$ cat src/rtl/mips_muldiv_unit.sv
`default_nettype none
// ============================================================================
// Module   : mips_muldiv_unit
// Brief    : Iterative radix-2 MULT/MULTU/DIV/DIVU unit owning HI/LO.
// Revision : 1.0
// ============================================================================
module mips_muldiv_unit #(
    parameter int XLEN = 32
) (
    input  logic            clk,
    input  logic            rst_b,
    input  logic            start,
    input  logic [1:0]      op,
    input  logic [XLEN-1:0] rs_val,
    input  logic [XLEN-1:0] rt_val,
    input  logic            hi_we,
    input  logic            lo_we,
    input  logic [XLEN-1:0] wdata,
    output logic            busy,
    output logic            done,
    output logic [XLEN-1:0] hi,
    output logic [XLEN-1:0] lo
);

    localparam int CW = $clog2(XLEN);

    typedef enum logic [1:0] {
        IDLE = 2'd0,
        RUN  = 2'd1,
        FIX  = 2'd2
    } state_t;

    state_t              state;
    logic [CW-1:0]       cnt;
    logic [2*XLEN-1:0]   acc;
    logic [XLEN-1:0]     opb;
    logic                is_div;
    logic                neg_res;
    logic                neg_rem;
    logic                div0;

    logic                rs_neg;
    logic                rt_neg;
    logic [XLEN-1:0]     rs_mag;
    logic [XLEN-1:0]     rt_mag;
    logic [XLEN:0]       mul_sum;
    logic [XLEN:0]       div_shift;
    logic [XLEN:0]       div_diff;
    logic [2*XLEN-1:0]   acc_step;
    logic [2*XLEN-1:0]   prod_fix;
    logic [XLEN-1:0]     quo;
    logic [XLEN-1:0]     rem;
    logic [XLEN-1:0]     fix_hi;
    logic [XLEN-1:0]     fix_lo;

    // Unsigned ops (op[0]=1) never treat the top bit as a sign.
    assign rs_neg = ~op[0] & rs_val[XLEN-1];
    assign rt_neg = ~op[0] & rt_val[XLEN-1];
    assign rs_mag = rs_neg ? (~rs_val + 1'b1) : rs_val;
    assign rt_mag = rt_neg ? (~rt_val + 1'b1) : rt_val;

    // Multiply: acc = {partial product, remaining multiplier bits}.
    assign mul_sum = {1'b0, acc[2*XLEN-1:XLEN]} + (acc[0] ? {1'b0, opb} : '0);

    // Divide: acc = {remainder, dividend/quotient shift register}.
    assign div_shift = acc[2*XLEN-1:XLEN-1];
    assign div_diff  = div_shift - {1'b0, opb};

    always_comb begin
        acc_step = {mul_sum, acc[XLEN-1:1]};
        if (is_div) begin
            if (!div_diff[XLEN])
                acc_step = {div_diff[XLEN-1:0], acc[XLEN-2:0], 1'b1};
            else
                acc_step = {div_shift[XLEN-1:0], acc[XLEN-2:0], 1'b0};
        end
    end

    assign prod_fix = neg_res ? (~acc + 1'b1) : acc;
    assign quo      = acc[XLEN-1:0];
    assign rem      = acc[2*XLEN-1:XLEN];

    // A zero divisor yields all-ones quotient and |dividend| remainder; the
    // remainder sign fix restores the raw dividend, the quotient is forced.
    always_comb begin
        fix_hi = prod_fix[2*XLEN-1:XLEN];
        fix_lo = prod_fix[XLEN-1:0];
        if (is_div) begin
            fix_hi = neg_rem ? (~rem + 1'b1) : rem;
            if (div0)
                fix_lo = '1;
            else
                fix_lo = neg_res ? (~quo + 1'b1) : quo;
        end
    end

    always_ff @(posedge clk or negedge rst_b) begin
        if (!rst_b) begin
            state   <= IDLE;
            cnt     <= '0;
            acc     <= '0;
            opb     <= '0;
            is_div  <= 1'b0;
            neg_res <= 1'b0;
            neg_rem <= 1'b0;
            div0    <= 1'b0;
            busy    <= 1'b0;
            done    <= 1'b0;
            hi      <= '0;
            lo      <= '0;
        end else begin
            done <= 1'b0;
            case (state)
                IDLE: begin
                    if (hi_we) hi <= wdata;
                    if (lo_we) lo <= wdata;
                    if (start) begin
                        state   <= RUN;
                        cnt     <= '0;
                        acc     <= {{XLEN{1'b0}}, rs_mag};
                        opb     <= rt_mag;
                        is_div  <= op[1];
                        neg_res <= rs_neg ^ rt_neg;
                        neg_rem <= rs_neg;
                        div0    <= op[1] & (rt_val == '0);
                        busy    <= 1'b1;
                    end
                end
                RUN: begin
                    acc <= acc_step;
                    cnt <= cnt + 1'b1;
                    if (cnt == CW'(XLEN-1))
                        state <= FIX;
                end
                FIX: begin
                    hi    <= fix_hi;
                    lo    <= fix_lo;
                    done  <= 1'b1;
                    busy  <= 1'b0;
                    state <= IDLE;
                end
                default: state <= IDLE;
            endcase
        end
    end

endmodule
`default_nettype wire
$ cat config.mk
export PLATFORM = sky130hd
export DESIGN_NAME = mips_muldiv_unit
export DESIGN_NICKNAME = d
export VERILOG_FILES = /design/src/rtl/mips_muldiv_unit.sv
export SDC_FILE = /design/constraint.sdc
export NUM_CORES = 1
export LEC_CHECK = 0
export BUFFER_PORTS_ARGS = -buffer_cell sky130_fd_sc_hd__buf_2
export CAP_MARGIN = 10
export CORE_UTILIZATION = 45
export CTS_CLUSTER_DIAMETER = 200
export DETAILED_ROUTE_END_ITERATION = 8
export PLACE_DENSITY_LB_ADDON = 0.12
export SLEW_MARGIN = 30
export SYNTH_ARGS = -nofsm -noshare
export SYNTH_HDL_FRONTEND = slang
export SYNTH_SLANG_ARGS = --single-unit
$ cat constraint.sdc
create_clock -name clk -period 3.79 [get_ports clk]
set_input_delay 0.5685 -clock clk [delete_from_list [all_inputs] [get_ports clk]]
set_output_delay 0.5685 -clock clk [all_outputs]
set_load 0.02 [all_outputs]
==> results of run 1 <==
stage by stage:
stage	power, W	util (%)	instances
2_1_floorplan	0.0119	-	1884
3_3_place_gp	0.0156	50.8	2436
3_5_place_dp	0.0158	50.8	2436
4_1_cts	0.0177	52.7	2468
5_1_grt	0.0192	52.8	2471
6_report	0.0180	52.8	2471
repair_timing:
action                                  CTS  global route
setup buffers                             0             3
hold buffers                              0             0
hold endpoints to repair                  0             0
gates resized for setup                   0             1
endpoints found under the setup margin    0            17
path summary, 6_finish.rpt:
kind                            endpoint  cells past startpoint
worst max register to register   acc[62]                     13
worst max-delay path             acc[62]                     13
worst min register to register    lo[17]                      2
min in group clk                  is_div                      3
worst min-delay path              acc[6]                      1
max in group asynchronous        acc[48]                      2
cells in the mapped netlist, types with 12 or more instances:
cell type	n
or3_1	29
or4_1	12
a21oi_1	142
nand3_1	25
dfrtp_1	173
a22oi_1	14
nor2_1	136
a21o_1	36
o22ai_1	30
xnor2_1	101
inv_1	62
nand2_1	239
nand2b_1	18
mux2i_1	53
o41ai_1	16
o21bai_1	14
o31ai_1	28
nand4_1	24
o211ai_1	18
nor4_1	17
clkbuf_1	100
o21ai_0	219
and3_1	20
and2_1	12
nor3_1	38
xor2_1	62
a211oi_1	13
a31oi_1	12
ha_1	70
layout make-up:
class	instances	share of cell area, %
timing repair buffer	240	8.46
sequential	173	25.7
multi-input combinational	1529	57.7
clock buffer	19	2.63
clock inverter	13	0.906
tap	435	3.23
inverter	62	1.38
per-layer routing:
metal	GRT usage, %	vias to the layer above	routed length [um]
met5	0	-	0
met4	8.27	0	1120
li1	-	7112	-
met2	46.5	621	22100
met3	3.47	78	3670
met1	46.6	7104	24400
power by group through the flow:
stage | logic [W] | registers (W) | clock network, W
2_1_floorplan | 0.00807 | 0.00387 | 0
3_3_place_gp | 0.0119 | 0.00370 | 0
3_5_place_dp | 0.0120 | 0.00373 | 0
4_1_cts | 0.0121 | 0.00370 | 0.00189
5_1_grt | 0.0135 | 0.00382 | 0.00195
6_report | 0.0124 | 0.00372 | 0.00187
logic make-up (layout without fill, tap and decap cells):
kind of cell,after synthesis,in the layout,synth area share [%]
DFF,173,173,29.4
and+or+nand+nor,618,618,20.0
xor gates and xnor gates,163,163,9.68
buffers and inverters,182,334,5.02
muxes,55,55,3.75
adders and majority gates,72,72,6.21
AOI/OAI and AO/OA,621,621,26.0
critical path, delay by kind of cell (launching register included):
kind                       cells  cell delay [ps]
and+or+nand+nor                5              640
AOI/OAI and AO/OA              3             1270
buffers and inverters          3              600
adders and majority gates      1              390
DFF                            1              380
muxes                          1              170
flip-flops by register name, summed over array words and instances (netlist names), 2 cells and up:
| name | cells |
|---|---|
| acc | 64 |
| cnt | 5 |
| hi | 32 |
| lo | 32 |
| opb | 32 |
| state | 2 |
==> metrics.md, run 1 <==
| Metric | Value |
|---|---|
| Post-synth top area cell | dfrtp_1 |
| FILL cells | 3177 |
| GRT Total Usage | 30.9% |
| Slowest stage delay, CP | 780 ps |
| Highest clock rate | 280 MHz |
| CTS tree | yes |
| Pre-CTS WS | 247 ps |
| CP endpoint kind | flip-flop |
| Via Count | 14.9k |
| Sw Ratio | 51.7% |
| Status | finished clean |
| Syn avg cell area | roughly 7.8 sq um |
| Crit path from | acc[0] |
| Warnings, synthesis | 0 |
| Setup TNS | 0 ps |
| Total gr overflow | 0 |
| Max_slew headroom | between 40% and 50% |
| Pwr dens | 1070 nW/um^2 |
| Final Max Slew Viols | 0 |
| Post-DRT Antenna Nets | 0 |
| Clock Skew | 14.0 ps |
| Post-synth ARST share | between 90% and 100% |
| CP Data Required Time | 4140 ps |
| Core Region | between 30000 and 40000 sq um |
| RSZ-0062 raised after global routing | false |
| Final Cycle Share | 94.1% |
| DRC | 0 |
| CTS Sinks | 173 |
| Antenna diodes | 0 |
| First-pass GRT wire length | 80.0 mm |
| Vias per inst | 6.04 |
| Skew-Pair Late Insertion Delay | 470 ps |
| Cell-by-cell trace of the critical path | inv_1, buf_12, nor2_1, ha_1, and3_1, nand2_1, a21oi_1, o2111ai_1, a2111oi_0, buf_4, mux2i_1, and3_1, nand3_1 |
| Post-layout min period | 3570 ps |
| Die area | 33500 sq um |
| Vias in the first global route | between 10k and 15k |
| Post-synthesis sequential area ratio | ~29% |
| Layout area overhead | 14.3% |
| Hold_ws | approximately 110 ps |
| Setup WS post-layout | 223 ps |
| Sequential Power Share | 20.6% |
| I/O pins | 169 |
| Reg area | 4330 sq um |
| Combinational group share of total power | 69.0% |
| Placed cell area | about 16000 sq um |
| Library cells used by synthesis | 79 |
| Layout cell share with drive strength beyond 1 | between 15 and 20% |
| Clock Pin Slew Worst Setup and Hold Paths | 70 ps |
| Area share of the largest cell type after synthesis | slightly below 30% |
| Reg2reg start | acc[0] |
| DRT iter0 DRCs | 1527 |
| Commonest non-fill, non-tap cell in the layout | nand2_1 |
| Nets | 2198 |
| P_int | 0.00870 W |
| Clock network fraction of design power | 10.4% |
| Die H | 183 um |
| H-Tree Depth | 4 |
| Pleak | roughly 7.5 nW |
| CTS Buf Count | 17 |
| # port buffers | roughly 170 |
| Kind of critical path | reg -> reg |
| Cell area after layout | between 15000 and 20000 sq um |
| Slowest CP cell | a2111oi_0 |
| Main area contributors after synthesis | dfrtp_1, o21ai_0, nand2_1 |
| Die width | about 180 um |
| Slew at the pin closest to its max-slew limit | 738 ps |
| Post-synthesis sequential element count | 173 |
| Root Buffer | clkbuf_16 |
| Initial antenna violation count | 0 |
| Post-detailed-route wirelength per cell | just over 20 um |
| Mapped Nets | 2059 |
| Drt first pass iters | 5 |
| Post-synth top flop | dfrtp_1 |
| HP Class | in -> async |
| Cell Area, Synth | 14700 sq um |
| R2r setup slk | about 220 ps |
| Hold Violations, Final | 0 |
| Largest net degree at the start of global routing | 76 |
| Gp weighted congestion | 0.998 |
| Syn Inst Count | 1884 |
| # Max-Cap Violations | 0 |
| Clock Path Buffers | 2 |
| Number of synthesized flops with an enable pin | 0 |
| Maximum vdd drop | 460 uV |
| Starting Density | 46.2% |
| Dpl hpwl | 39.5 mm |
| FP Rows | 65 |
| Detailed Route WL | ~51 mm |
| Sw power | 0.00931 W |
| CP max FO | 23 |
| CP arrival | 3920 ps |
| Most frequent cells in the layout | nand2_1, o21ai_0, dfrtp_1, buf_2, a21oi_1 |
| Most frequent CP cell | and3_1 |
| Final Setup Violations | 0 |
| Startpoint Class | flip-flop |
| Multi-input logic area | 9720 sq um |
No activity file was read; power rests on OpenSTA's default activity.
==> inputs of run 2 (changes only) <==
CELL_PAD_IN_SITES_DETAIL_PLACEMENT = 1   (was unset)
CELL_PAD_IN_SITES_GLOBAL_PLACEMENT = 2   (was unset)
CORE_UTILIZATION = 35   (was 45)
==> metrics.md, run 2 (same netlist as run 1, synthesis figures left out) <==
| Metric | Value |
|---|---|
| Status | finished clean |
| Clock Pin Slew Worst Setup and Hold Paths | 80 ps (about the same) |
| Die H | 207 um (+13%) |
| Clock Skew | 15.3 ps (+1.31 ps) |
| DRC | 0 (unchanged) |
| Highest clock rate | 279 MHz (-0.49%) |
| Most Crowded Layer GR | met2 |
| # port buffers | 168 (unchanged) |
| Final Cycle Share | 94.6% (+0.46 points) |
| CTS tree | yes |
| Reg area | 4330 sq um (unchanged) |
| Clock Path Buffers | 2 (unchanged) |
| First-pass GRT wire length | 92.9 mm (+16%) |
| Post-layout min period | 3580 ps (+17.5 ps) |
| CP max FO | 8 (-65%) |
| Met3 usage | 3.84% (+0.37 points) |
| Max_slew headroom | 43.4% (-6.2 points) |
| Pwr dens | 1090 nW/um^2 (+1.9%) |
| Register with the most flip-flops | acc |
| Initial antenna violation count | 3 (+3) |
| CTS Sinks | 173 (unchanged) |
| CP arrival | 3960 ps (+40 ps) |
| Largest net degree at the start of global routing | 73 (-3.9%) |
| Power after layout | 0.0188 W (+4.2%) |
| RSZ-0062 raised after global routing | false |
| Dpl hpwl | 47.1 mm (+19%) |
| Core Region | 41200 sq um (+29%) |
| Slew at the pin closest to its max-slew limit | 847 ps (+109 ps) |
| Largest register FFs | 64 (unchanged) |
| Post-DRT Antenna Nets | 0 (unchanged) |
| Met2 GRT Util | 42.8% (-3.7 points) |
| Vias in the first global route | 15.0k (+9.0%) |
| Total gr overflow | 0 (unchanged) |
| Layout area overhead | 16.8% |
| Layout cell share with drive strength beyond 1 | 16.2% (+1.2 points) |
| Root Buffer | clkbuf_16 |
| Via Count | 15.0k (+0.79%) |
| Nets | 2224 (+1.2%) |
| Die area | 43000 sq um (+28%) |
| H-Tree Depth | 4 (unchanged) |
| Pleak | 7.65 nW (+1.8%) |
| HP Class | in -> async |
| Detailed Route WL | 59.7 mm (+16%) |
| Hold_buf cts | 0 (unchanged) |
| CP endpoint kind | flip-flop |
| Drt first pass iters | 5 (unchanged) |
| DRT iter0 DRCs | 918 (-40%) |
| Gp weighted congestion | 0.929 (-6.9%) |
| Final Setup Violations | 0 (unchanged) |
| Most frequent cells in the layout | nand2_1, o21ai_0, dfrtp_1, buf_2, a21oi_1 |
| Startpoint Class | flip-flop |
| Die width | 207 um (+13%) |
| Multi-input logic area | 9730 sq um (about the same) |
| Starting Density | 35.8% (-10 points) |
| # Max-Cap Violations | 0 (unchanged) |
| Kind of critical path | reg -> reg |
| FILL cells | 5057 (+59%) |
| Vias per inst | 5.79 (-4.0%) |
| Setup TNS | 0 ps (unchanged) |
| Maximum vdd drop | 569 uV (+24%) |
| CP Data Required Time | 4170 ps (+30 ps) |
| Skew-Pair Late Insertion Delay | 510 ps (+40 ps) |
| CTS Buf Count | 17 (unchanged) |
| Post-detailed-route wirelength per cell | 23.0 um (+11%) |
| I/O pins | 169 (unchanged) |
| Met1 GRT Util | 41.4% (-5.1 points) |
| FP Rows | 74 (+14%) |
| Final Max Slew Viols | 0 (unchanged) |
| GRT Total Usage | 28.2% (-2.7 points) |
| Hold Violations, Final | 0 (unchanged) |
| Commonest non-fill, non-tap cell in the layout | nand2_1 |
==> run 2: cell count changes in the layout (fill, tap and decap cells not counted), moves of 2 or more <==
cell and change:
buf_12 +2, clkinv_8 +4, buf_4 +24, clkinv_2 -2
inv_8 +3
==> run 2: per-stage QoR <==
step           setup WS [ps]  cell area, sq um  instances  utilization, %  hold slack [ps]
6_report                 206             17200       2595            41.8             88.9
5_1_grt                 18.0             17200       2595            41.8              143
2_1_floorplan            513             14700       1884               -              273
3_5_place_dp            34.7             16500       2557            40.1              469
4_1_cts                 16.4             17100       2589            41.6             94.8
3_3_place_gp             113             16500       2557            40.1              460
==> run 2: cell type report <==
class	instances	area share, %
flip-flops and latches	173	25.1
multi-input cells	1529	56.5
clock inverters	15	1.13
clock buffers	17	2.47
repair buffers	266	9.55
inverters	62	1.35
diodes	1	0.0145
well taps	532	3.86
==> run 2: path summary, 6_finish.rpt <==
path / depth (start not counted) / from / slack, ps / to
hold / removal: 1 / rst_b / 90 / done
min in group clk: 3 / op[1] / 300 / is_div
setup / recovery: 11 / opb[17] / 210 / acc[60]
setup reg to reg: 11 / opb[17] / 210 / acc[60]
max in group asynchronous: 2 / rst_b / 2820 / is_div
hold reg to reg: 2 / opb[2] / 480 / opb[2]
==> run 2: worst max-delay path: stages (launching register included) <==
cell       delay [ps]
dfrtp_1           410
inv_1             110
ha_1              410
and4_4            240
and2_4            170
a221o_1           370
a221o_1           400
o21a_1            300
buf_4             200
a2111oi_2         380
o21ai_0           240
o311ai_0          220
==> run 2: power by group <==
part	internal, W	total (W)	switching [W]
Clock	0.000952	0.00192	0.000963
Combinational	0.00519	0.0131	0.00793
Sequential	0.00277	0.00372	0.000952
==> run 2: repair_timing <==
| action | in CTS | in global routing |
|---|---|---|
| hold endpoints to repair | 0 | 0 |
| setup endpoints to repair | 0 | 4 |
| resized for setup | 0 | 3 |
| buffers inserted | 0 | 5 |
==> run 2: layer usage <==
| metal | part of all wire [%] | up-vias | routed length, um |
|---|---|---|---|
| met5 | 0 | - | 0 |
| met4 | 2.1 | 0 | 1260 |
| met3 | 4.8 | 67 | 2860 |
| met2 | 44 | 342 | 26300 |
| met1 | 49 | 7484 | 29300 |
| li1 | - | 7140 | - |
==> inputs of run 3 (changes only) <==
CTS_BUF_LIST = sky130_fd_sc_hd__clkbuf_16   (was unset)
REMOVE_ABC_BUFFERS = 1   (was unset)
SETUP_SLACK_MARGIN = 0.05   (was unset)
==> metrics.md, run 3 (same netlist as run 1, synthesis figures left out) <==
| Metric | Value |
|---|---|
| Status | finished clean |
| Final cell count without fillers | 2575 (-0.77%) |
| CTS Buf Count | 17 (unchanged) |
| Die width | 207 um (unchanged) |
| Startpoint Class | flip-flop |
| Final Cycle Share | 93.8% (-0.75 points) |
| Layout area overhead | 15.4% |
| Register with the most flip-flops | acc |
| HP Class | in -> async |
| Post-detailed-route wirelength per cell | 22.5 um (-2.3%) |
| Via Count | 15.0k (-0.53%) |
| Max_slew headroom | 37.5% (-5.8 points) |
| Skew-Pair Late Insertion Delay | 510 ps (about the same) |
| Power after layout | 0.0180 W (-4.3%) |
| GRT Total Usage | 27.0% (-1.2 points) |
| Final Max Slew Viols | 0 (unchanged) |
| CP endpoint kind | flip-flop |
| Dpl hpwl | 45.0 mm (-4.6%) |
| Pleak | 7.54 nW (-1.5%) |
| Root Buffer | clkbuf_16 |
| Core Region | 41200 sq um (unchanged) |
| Most frequent cells in the layout | nand2_1, o21ai_0, dfrtp_1, buf_2, a21oi_1 |
| Initial antenna violation count | 0 (-3) |
| Commonest non-fill, non-tap cell in the layout | nand2_1 |
| Sw Ratio | 51.9% (-0.59 points) |
| Layout cell share with drive strength beyond 1 | 15.2% (-1.1 points) |
| Post-CTS Setup Inserts | 0 (unchanged) |
| FP Rows | 74 (unchanged) |
| Post-DRT Antenna Nets | 0 (unchanged) |
| Final Setup Violations | 0 (unchanged) |
| Clock Path Buffers | 2 (unchanged) |
| P_int | 0.00864 W (-3.1%) |
| CTS tree | yes |
| # port buffers | 168 (unchanged) |
| Maximum vdd drop | 524 uV (-7.9%) |
| First-pass GRT wire length | 89.8 mm (-3.4%) |
| Largest register FFs | 64 (unchanged) |
| # Max-Cap Violations | 0 (unchanged) |
| Starting Density | 35.8% (unchanged) |
| Combinational group share of total power | 69.6% (-0.3 points) |
| Die area | 43000 sq um (unchanged) |
| Clock network fraction of design power | 9.9% (-0.3 points) |
| Pwr dens | 1060 nW/um^2 (-3.1%) |
| Hold_ws | 65.6 ps (-23.2 ps) |
| CP max FO | 32 (+24) |
| Antenna diodes | 0 (-1) |
| Drt first pass iters | 5 (unchanged) |
| Nets | 2205 (-0.85%) |
| Post-layout util | 41.3% (-0.51 points) |
| Placed cells | 2543 (-0.55%) |
| Highest clock rate | 281 MHz (+0.80%) |
| Gp weighted congestion | 0.903 (-2.8%) |
| Clock Skew | 9.78 ps (-5.49 ps) |
| CTS Sinks | 173 (unchanged) |
| Vias per inst | 5.81 (+0.25%) |
| Pre-CTS WS | 236 ps (+201 ps) |
| Vias in the first global route | 14.8k (-1.1%) |
| H-Tree Depth | 4 (unchanged) |
| Kind of critical path | reg -> reg |
| Largest net degree at the start of global routing | 69 (-5.5%) |
| Slew at the pin closest to its max-slew limit | 935 ps (+87.9 ps) |
| Clock Pin Slew Worst Setup and Hold Paths | 70 ps (about the same) |
| CP Data Required Time | 4240 ps (+70 ps) |
| Die H | 207 um (unchanged) |
| CP arrival | 4010 ps (+50 ps) |
| I/O pins | 169 (unchanged) |
| Detailed Route WL | 57.9 mm (-3.1%) |
| Sequential Power Share | 20.5% (+0.7 points) |
| DRT iter0 DRCs | 1042 (+14%) |
| DRC | 0 (unchanged) |
| Post-layout min period | 3560 ps (-28.3 ps) |
| Hold Violations, Final | 0 (unchanged) |
| Total gr overflow | 0 (unchanged) |
| RSZ-0062 raised after global routing | false |
| Hold_buf cts | 0 (unchanged) |
| Sw power | 0.00932 W (-5.3%) |
| Setup WS post-layout | 234 ps (+28.3 ps) |
==> run 3: cell count changes in the layout (fill, tap and decap cells not counted), moves of 2 or more <==
cell       delta
a2111oi_1     +2
buf_4        -20
clkinv_1      +3
clkinv_2      +3
clkinv_4      +2
clkinv_8      -4
inv_8         -5
==> run 3: power by group through the flow <==
stage                     sequential (W)  combinational (W)  clock, W
final                            0.00369             0.0125   0.00177
after CTS                        0.00369             0.0124   0.00182
after global routing             0.00380             0.0137   0.00188
after detailed placement         0.00372             0.0124         0
after global placement           0.00369             0.0121         0
after floorplan                  0.00410            0.00757         0
==> run 3: through the flow <==
stage | setup TNS, ps | instance area [sq um]
final | 0 | 17000
after global routing | 0 | 17000
after CTS | 0 | 17000
after detailed placement | 0 | 16500
after global placement | 0 | 16500
after floorplan | -27940 | 14200
==> run 3: routing by layer <==
layer | part of all wire, % | global-route usage [%] | up-vias
li1 | - | - | 7107
met1 | 49 | 39.2 | 7465
met2 | 45 | 41.4 | 319
met3 | 3.9 | 3.49 | 63
met4 | 2.1 | 8.47 | 0
met5 | 0 | 0 | -
==> run 3: final timing paths <==
kind	from	cells after the start	slack, ps	end
max in group asynchronous	rst_b	2	2810	opb[24]
min in group clk	wdata[3]	3	340	hi[3]
worst max-delay path	acc[0]	12	230	acc[61]
worst min-delay path	rst_b	1	70	lo[17]
worst max register to register	acc[0]	12	230	acc[61]
worst min register to register	lo[6]	2	480	lo[6]
==> run 3: layout make-up <==
type | count | area [sq um]
repair buffers | 247 | 1520
inverters | 62 | 233
flip-flops and latches | 173 | 4330
clock inverters | 15 | 124
multi-input cells | 1529 | 9720
fillers | 5078 | 24200
well taps | 532 | 666
clock buffers | 17 | 425
==> run 3: worst max-delay path, stage by stage (launching register included) <==
cell      delay [ps]
dfrtp_1          380
inv_1            100
buf_12           200
nor2_1            80
ha_1             370
a21o_1           220
a21o_1           210
or3_1            390
o211a_1          300
or3_1            390
a41o_1           270
o311ai_0         410
a31o_2           170
==> run 3: what timing repair did <==
action	CTS	global route
hold endpoints to repair	0	0
setup endpoints to repair	0	8
gates resized for setup	0	2
